### config.mk
export PLATFORM = sky130hd
export DESIGN_NAME = microsequencer
export DESIGN_NICKNAME = d
export VERILOG_FILES = /design/src/rtl/microsequencer.sv
export SDC_FILE = /design/constraint.sdc
export NUM_CORES = 1
export LEC_CHECK = 0
export CAP_MARGIN = 20
export CORE_UTILIZATION = 25
export DETAILED_ROUTE_END_ITERATION = 6
export MAX_ROUTING_LAYER = met4
export SYNTH_ARGS = -nofsm -noshare
export SYNTH_HDL_FRONTEND = slang
export SYNTH_SLANG_ARGS = --single-unit
### constraint.sdc
create_clock -name clk -period 1.5 [get_ports clk]
set_input_delay 0.15 -clock clk [delete_from_list [all_inputs] [get_ports clk]]
set_output_delay 0.15 -clock clk [all_outputs]
set_load 0.03 [all_outputs]
### src/rtl/microsequencer.sv
// Control-unit next-address engine: steps the control-ROM address each clock per the ROM sel field,
// with a memory-wait watchdog and a sticky error trap that only clr releases.
module microsequencer #(
    parameter int SW          = 7,
    parameter int RESET_STATE = 0,
    parameter int FETCH_STATE = 1,
    parameter int ERROR_STATE = 127,
    parameter int TIMEOUT     = 15
) (
    input  logic          clk,
    input  logic          clr,
    input  logic [SW-1:0] encoder_IN,
    input  logic [2:0]    sel_IN,
    input  logic [SW-1:0] next_IN,
    input  logic          inv_IN,
    input  logic          cond_IN,
    input  logic          moc_IN,
    output logic [SW-1:0] state_OUT,
    output logic          decode_OUT,
    output logic          err_OUT
);

    localparam int CW = $clog2(TIMEOUT) + 1;

    localparam logic [SW-1:0] ONE       = SW'(1);
    localparam logic [SW-1:0] RST_ADDR  = SW'(RESET_STATE);
    localparam logic [SW-1:0] FETCH_ADDR = SW'(FETCH_STATE);
    localparam logic [SW-1:0] ERR_ADDR  = SW'(ERROR_STATE);
    localparam logic [CW-1:0] LAST_MISS = CW'(TIMEOUT - 1);

    typedef enum logic [2:0] {
        SEL_INCR    = 3'b000,
        SEL_DECODE  = 3'b001,
        SEL_JUMP    = 3'b010,
        SEL_WAITMOC = 3'b011,
        SEL_COND    = 3'b100,
        SEL_FETCH   = 3'b101
    } sel_t;

    logic [SW-1:0] r_state;
    logic          r_decode;
    logic          r_err;
    logic [CW-1:0] r_wait_cnt;

    logic [SW-1:0] w_state_nxt;
    logic          w_decode_nxt;
    logic          w_err_nxt;
    logic [CW-1:0] w_wait_cnt_nxt;
    logic [SW-1:0] w_state_inc;
    logic          w_cond_pass;

    assign w_state_inc = r_state + ONE;
    assign w_cond_pass = cond_IN ^ inv_IN;

    // Next-state selection; the trap check comes first so nothing else can move a trapped machine.
    always_comb begin
        // NOTE: every output of this block gets a default up front so no path leaves one unassigned (no latches).
        w_state_nxt    = r_state;
        w_decode_nxt   = 1'b0;
        w_err_nxt      = r_err;
        w_wait_cnt_nxt = '0;

        if (r_err) begin
            w_state_nxt = ERR_ADDR;
        end else begin
            case (sel_IN)
                SEL_INCR: begin
                    w_state_nxt = w_state_inc;
                end
                SEL_DECODE: begin
                    if (encoder_IN == '0) begin
                        w_state_nxt = FETCH_ADDR;
                    end else begin
                        w_state_nxt  = encoder_IN;
                        w_decode_nxt = 1'b1;
                    end
                end
                SEL_JUMP: begin
                    w_state_nxt = next_IN;
                end
                SEL_WAITMOC: begin
                    if (moc_IN) begin
                        w_state_nxt = w_state_inc;
                    end else if (r_wait_cnt == LAST_MISS) begin
                        w_state_nxt = ERR_ADDR;
                        w_err_nxt   = 1'b1;
                    end else begin
                        w_wait_cnt_nxt = r_wait_cnt + CW'(1);
                    end
                end
                SEL_COND: begin
                    w_state_nxt = w_cond_pass ? next_IN : w_state_inc;
                end
                SEL_FETCH: begin
                    w_state_nxt = FETCH_ADDR;
                end
                default: begin
                    w_state_nxt = ERR_ADDR;
                    w_err_nxt   = 1'b1;
                end
            endcase
        end
    end

    // NOTE: sequential state uses non-blocking assignments so every register samples pre-edge values.
    always_ff @(posedge clk or posedge clr) begin
        if (clr) begin
            r_state    <= RST_ADDR;
            r_decode   <= 1'b0;
            r_err      <= 1'b0;
            r_wait_cnt <= '0;
        end else begin
            r_state    <= w_state_nxt;
            r_decode   <= w_decode_nxt;
            r_err      <= w_err_nxt;
            r_wait_cnt <= w_wait_cnt_nxt;
        end
    end

    assign state_OUT  = r_state;
    assign decode_OUT = r_decode;
    assign err_OUT    = r_err;

endmodule

* Word-level counts from Yosys, hierarchy flattened
Index checks and enable logic that the tools add are counted.
Storage, ports and cells: flip-flop bits (word level) 14, input bits 22, output and inout port bits 9
Operators by class: add/sub/neg operators 2, equal/unequal tests 7, multiplexer cells 17, bitwise gates (word level) 1, reductions and logical operators 3
Operators with widths (count):
- one-hot mux 7 bit (6 select lines) | 1
- two-way mux 7 bit | 5
- two-way mux 5 bit | 4
- adder 7 x 1 -> 7 bit (second input constant) | 1
- zero test 7 bit | 1
- == test 3 x 2 -> 1 bit (second input constant) | 2
- == test 3 bit (second input constant) | 2
- two-way mux 1 bit | 6
- adder 5 x 1 -> 5 bit (second input constant) | 1
- == test 5 x 4 -> 1 bit (second input constant) | 1
- OR reduction 5 bit | 1
- inequality test 4 bit (second input constant) | 1
- == test 3 x 1 -> 1 bit (second input constant) | 1
- zero test 3 bit | 1
- one-hot mux 1 bit (2 select lines) | 1
- bitwise XOR 1 bit | 1

* Longest topological paths before layout
Gate-level depths: netlist of run 1.
word-level depth 5, gate-level depth with buffers 7, mapped depth without buffers 6

* Worst setup path after synthesis of run 1
Ideal clock, no wire load.
kind flip-flop to flip-flop, start point register r_state[0] (netlist: state_OUT[0]), end point register r_state[6] (netlist: state_OUT[6]), library setup time 128 ps, arrival 1281 ps, data required time 1372 ps, setup slack 91 ps, stages on the path, launching flop included 5, clock period less this slack 1409 ps, path through dfrtp_1 > ha_1 > nand4_1 > a221oi_2 > a211oi_2
On the way: longest elaborated chain between the ends 4
RTL lines:
- from (decl) | RTL line 40 | logic [SW-1:0] r_state;
- from (signal assigned) | RTL line 113 | r_state <= w_state_nxt;
- adder 7 x 1 -> 7 bit * | RTL line 52 | assign w_state_inc = r_state + ONE;
- two-way mux 7 bit (on tied branches) | RTL line 92, 82
- one-hot mux 7 bit (6 select lines) * | RTL line 66 | case (sel_IN)
- two-way mux 7 bit * | RTL line 63 | if (r_err) begin
Mark *: on every way between the ends. The rest lies on a longest branch, timed or not. A chain may end at the register's enable or synchronous reset.

* Worst setup path after layout of run 1
start point input cond_IN, end point register r_state[3] (netlist: state_OUT[3])
On the way: longest elaborated chain between the ends 4
RTL lines:
- from (decl) | RTL line 16 | input logic cond_IN,
- bitwise XOR 1 bit | RTL line 53 | assign w_cond_pass = cond_IN ^ inv_IN;
- two-way mux 7 bit | RTL line 92 | w_state_nxt = w_cond_pass ? next_IN : w_state_inc;
- one-hot mux 7 bit (6 select lines) | RTL line 66
- two-way mux 7 bit | RTL line 63
Every way passes these cells.

==> results.cfg, run 1 <==
[sta]
worst_pin_slew_ns = 0.560
slew_headroom_pct = 62.6
drv_slew = 0
finalSetupViolCount = 0
final-hold-violation-count = 0
period_share_pct = 96.6
tns_ns = 0
fin_worst_skew_ns = 0.00527
fmax_mhz = 690
setup_ws_ns = 0.0511
fin_crit_ns = 1.45

[place]
hpwlAfterDp_mm = 2.53
dp_slack_ns = -0.413
dp.cells = 208
portBuffers = 30
globalplace.congestion = 0.830
dpl_cell_area_um2 = 1570

[synth]
synth-main-ff-cell = dfrtp_1
synth_edf_count = 0
synth_nets = 128
synth_seq_area_share_pct = 34.5
ys_types = 36
ys_ff_latch = 14
ys_async_sr_fraction_pct = 100
yosys_warnings = 0
netlist_area_um2 = 1010
netlist_instances = 103
avgSynthCellArea_um2 = 9.85

[drt]
routed_wl_mm = 3.42
routed_via_density = 5.18
drc = 0
drtIter0Drc = 65
ant_nets = 0
wl_per_cell_um = 16.1
dr.pass1.iters = 4
num_vias = 1099

[setup_path]
slowest_stage = clkdlybuf4s50_1
required_ns = 1.62
crit_buf_inv = 1
ff2ff_setup_slack_ns = 0.07
timing.rr.start = err_OUT
cp-startpoint = cond_IN
cp_max_fo = 11
endpoint = state_OUT[3]
crit_path_end_kind = register
worst-r2r-cell-count = 4
start_kind = input pin
crit_type = input pin to register
cp_slowest_stage_delay_ns = 0.45
path_depth = 5
crit_chain = clkdlybuf4s50_1, xor2_2, a31o_4, a221oi_1, a21oi_1
arrival_ns = 1.57
cpLargestDelayFamily = compound AO/OA/AOI/OAI gates
worstReg2RegEnd = state_OUT[5]

[die]
die_height_um = 65.7
io-pin-count = 31
die_area_um2 = 4320
die_w_um = 65.7
core_um2 = 3770
rows = 22
start_util_pct = 26.9

[finish]
drive_above_1_share_pct = 34.8
layout.nets = 191
final_area_um2 = 1710
fin_cells = 212
mostFrequentLayoutCell = buf_4
synthToLayoutAreaGrowth_pct = 68.6
diodes = 0
layout_common_cells = buf_4, clkdlybuf4s50_1, nor2_1, dfrtp_1, dlygate4sd2_1

[grt]
grt_busiest_layer = met2
grt_max_degree = 15
grt_use_met3_pct = 3.13
antenna_found_initial = 0
grt_pass1_vias = 1101
grtUsageMet1_pct = 20.0
grt_pass1_wl_mm = 5.28
met2_usage_pct = 29.1
grt_overflow = 0
track_usage_pct = 16.9

[cts]
cts_num_sinks = 14
clk_pin_slew_ns = 0.06
worstSkewPairLatency_ns = 0.25
cts_tree = done
clockRootBuffer = clkbuf_8
htreeDepth = 1
clockBufferDepth = 2
cts_buffers = 3

[run]
drv_cap = 0

[status]
outcome = complete, no violations

[min_path]
hold_path.class = input pin to asynchronous set/reset pin

[pwr]
p_leak_nw = 0.702
ir_drop_uv = 414
p_per_area_nw_per_um2 = 529
==> cell families after synthesis <==
logic type	count (synthesis)	synth area share (%)
xor gates and xnor gates	7	6.04
buffers and inverters	8	5.18
DFF	14	34.5
and+or+nand+nor	37	20.7
AOI/OAI and AO/OA	34	29.8
adders and majority gates	3	3.70
==> routing by layer <==
metal / vias up / routed length [µm]
li1: 526 / -
met1: 547 / 1460
met2: 24 / 1830
met3: 2 / 103
met4: 0 / 29
met5: - / 0
==> stage by stage <==
step | power [mW] | util, % | hold slack, ns
global placement | 0.567 | 41.6 | 0.514
detailed placement | 0.571 | 41.6 | 0.525
finish | 0.905 | 45.4 | 0.249
CTS | 0.890 | 42.9 | 0.262
global route | 0.946 | 45.4 | 0.296
floorplan | 0.449 | - | 0.0392
==> what timing repair did <==
item / 4_1_cts / 5_1_grt
pin swaps: 1 / 2
buffers inserted: 0 / 1
setup endpoints to repair: 12 / 11
hold buffers: 0 / 0
resized for setup: 10 / 14
==> state kept, by name, indices dropped and copies added (netlist names) <==
register and count:
r_wait_cnt 5, err_OUT 1, state_OUT 7, decode_OUT 1
==> how the worst min path moves through the flow <==
stage	to	cells after the start	from	slack, ns
2_1_floorplan	decode_OUT	1	clr	0.04
3_3_place_gp	r_wait_cnt[0]	2	r_wait_cnt[0]	0.51
3_5_place_dp	r_wait_cnt[0]	2	r_wait_cnt[0]	0.52
4_1_cts	state_OUT[2]	2	clr	0.26
5_1_grt	state_OUT[4]	2	clr	0.30
6_report	state_OUT[2]	2	clr	0.25
==> layout make-up <==
class                   count  area (µm²)
fillers                   355        2060
multi-input cells          81         698
repair buffers             62         546
flip-flops and latches     14         350
well taps                  48        60.1
clock buffers               3        41.3
inverters                   4        15.0
==> cells in the mapped netlist, types with 2 or more instances <==
cell type | number | area [µm²]
a31oi_1 | 3 | 18.8
a21o_1 | 2 | 15.0
nor2_1 | 14 | 52.6
ha_1 | 3 | 37.5
inv_1 | 4 | 15.0
buf_4 | 2 | 15.0
a221oi_2 | 4 | 60.1
dfrtp_1 | 14 | 350
xnor2_1 | 3 | 26.3
a221o_1 | 2 | 20.0
nand2_1 | 3 | 11.3
buf_6 | 2 | 22.5
a221oi_1 | 4 | 35.0
xor2_1 | 4 | 35.0
or2_1 | 2 | 12.5
o21ai_1 | 3 | 15.0
a21oi_1 | 6 | 30.0
and3_1 | 2 | 12.5
a211oi_2 | 3 | 37.5
nand3_1 | 6 | 30.0
nand4_1 | 2 | 12.5
==> report_power, final <==
part	switching, mW	internal [mW]
combinational	0.0956	0.118
sequential	0.000000475	0.378
clock	0.135	0.178
Power figures use the tool's default switching activity.
==> inputs of run 2 (changes only) <==
- SLEW_MARGIN: not set -> 5
==> results of run 2 <==
The final DEF is identical to that of run 1; final timing and power are the same.
==> inputs of run 3 (changes only) <==
- PLACE_DENSITY: not set -> 0.53
==> results.cfg, run 3 (synthesis results as in run 1) <==
[status]
outcome = complete, no violations

[setup_path]
start_kind = input pin
ff2ff_setup_slack_ns = 0.12
crit_chain = clkdlybuf4s50_1, xor2_1, a31o_2, buf_4, a221oi_2, a311oi_2
worst-r2r-cell-count = 4
cp_slowest_stage_delay_ns = 0.41
crit_type = input pin to register
worstReg2RegEnd = state_OUT[5]
arrival_ns = 1.55
crit_path_end_kind = register
timing.rr.start = err_OUT
cp_max_fo = 7
slowest_stage = clkdlybuf4s50_1
required_ns = 1.62

[die]
die_height_um = 65.7
start_util_pct = 26.9
die_area_um2 = 4320
die_w_um = 65.7
rows = 22
core_um2 = 3770
io-pin-count = 31

[finish]
drive_above_1_share_pct = 31.9
largest_reg_flops = 7
layout.nets = 190
nFillCells = 369
mostFrequentLayoutCell = buf_4
diodes = 0
layout_common_cells = buf_4, clkdlybuf4s50_1, nor2_1, dfrtp_1, dlygate4sd2_1
postLayoutCoreUtil_pct = 43.6
synthToLayoutAreaGrowth_pct = 62.0

[sta]
fin_crit_ns = 1.43
final-hold-violation-count = 0
fin_worst_skew_ns = 0.00622
period_share_pct = 95.5
worst_pin_slew_ns = 0.552
drv_slew = 0
holdWs_ns = 0.252
tns_ns = 0
finalSetupViolCount = 0
setup_ws_ns = 0.0672
slew_headroom_pct = 63.2
rsz0062_at_grt = no
fmax_mhz = 698

[drt]
routed_via_density = 5.10
ant_nets = 0
wl_per_cell_um = 14.2
drc = 0
drtIter0Drc = 57
num_vias = 1077
dr.pass1.iters = 4
routed_wl_mm = 2.99

[cts]
cts_num_sinks = 14
htreeDepth = 1
worstSkewPairLatency_ns = 0.25
clk_pin_slew_ns = 0.06
cts_tree = done
cts_hold_buf = 0
cts_buffers = 3
clockBufferDepth = 2
clockRootBuffer = clkbuf_8

[grt]
grt_pass1_vias = 1054
grt_overflow = 0
antenna_found_initial = 0
track_usage_pct = 15.5
grt_pass1_wl_mm = 4.88
grt_max_degree = 15

[place]
portBuffers = 30
globalplace.congestion = 0.786
hpwlAfterDp_mm = 2.42
dp_slack_ns = -0.330

[min_path]
hold_path.class = input pin to asynchronous set/reset pin

[pwr]
p_per_area_nw_per_um2 = 534
p_leak_nw = 0.681
ir_drop_uv = 312

[run]
drv_cap = 0
==> run 3: worst max-delay path by stage <==
| stage | startpoint | endpoint | slack [ns] |
|---|---|---|---|
| after detailed placement | sel_IN[0] | state_OUT[2] | -0.33 |
| final | inv_IN | state_OUT[2] | 0.07 |
| after floorplan | state_OUT[0] | state_OUT[6] | 0.09 |
| after global routing | state_OUT[0] | state_OUT[4] | 0.006 |
| after CTS | state_OUT[6] | state_OUT[6] | 0.008 |
| after global placement | sel_IN[0] | state_OUT[2] | -0.32 |
==> run 3: through the flow <==
step	area, µm²	std cells	total power, mW
after floorplan	1010	103	0.449
after global placement	1580	207	0.575
after detailed placement	1580	207	0.576
after CTS	1640	211	0.895
after global routing	1640	211	0.937
final	1640	211	0.878
==> run 3: what timing repair did <==
action	CTS	global route
gates resized for setup	12	3
setup buffers	1	0
setup endpoints to repair	10	3
gates cloned	0	0
==> run 3: critical path: cells and delay by family <==
family	cells	cell delay, ns
AOI/OAI and AO/OA	3	0.66
buffers and inverters	2	0.57
xor gates and xnor gates	1	0.18
==> run 3: final cells by class <==
type	instances	area, µm²	share of cell area (%)
sequential	14	350	21.3
timing repair buffer	61	541	32.9
inverter	4	15.0	0.913
clock buffer	3	41.3	2.51
multi-input combinational	81	637	38.7
tap	48	60.1	3.65
==> run 3: layer usage <==
layer | GRT usage [%] | wire, µm
met1 | 18.8 | 1350
met4 | 4.08 | 18
met3 | 3.82 | 135
met2 | 25.6 | 1490
met5 | - | 0
==> run 3: where the power goes <==
part / total [mW] / internal (mW) / switching [mW]
registers: 0.378 / 0.378 / 0.000000508
clock network: 0.305 / 0.177 / 0.127
logic: 0.195 / 0.115 / 0.0806
total: 0.878 / 0.670 / 0.208
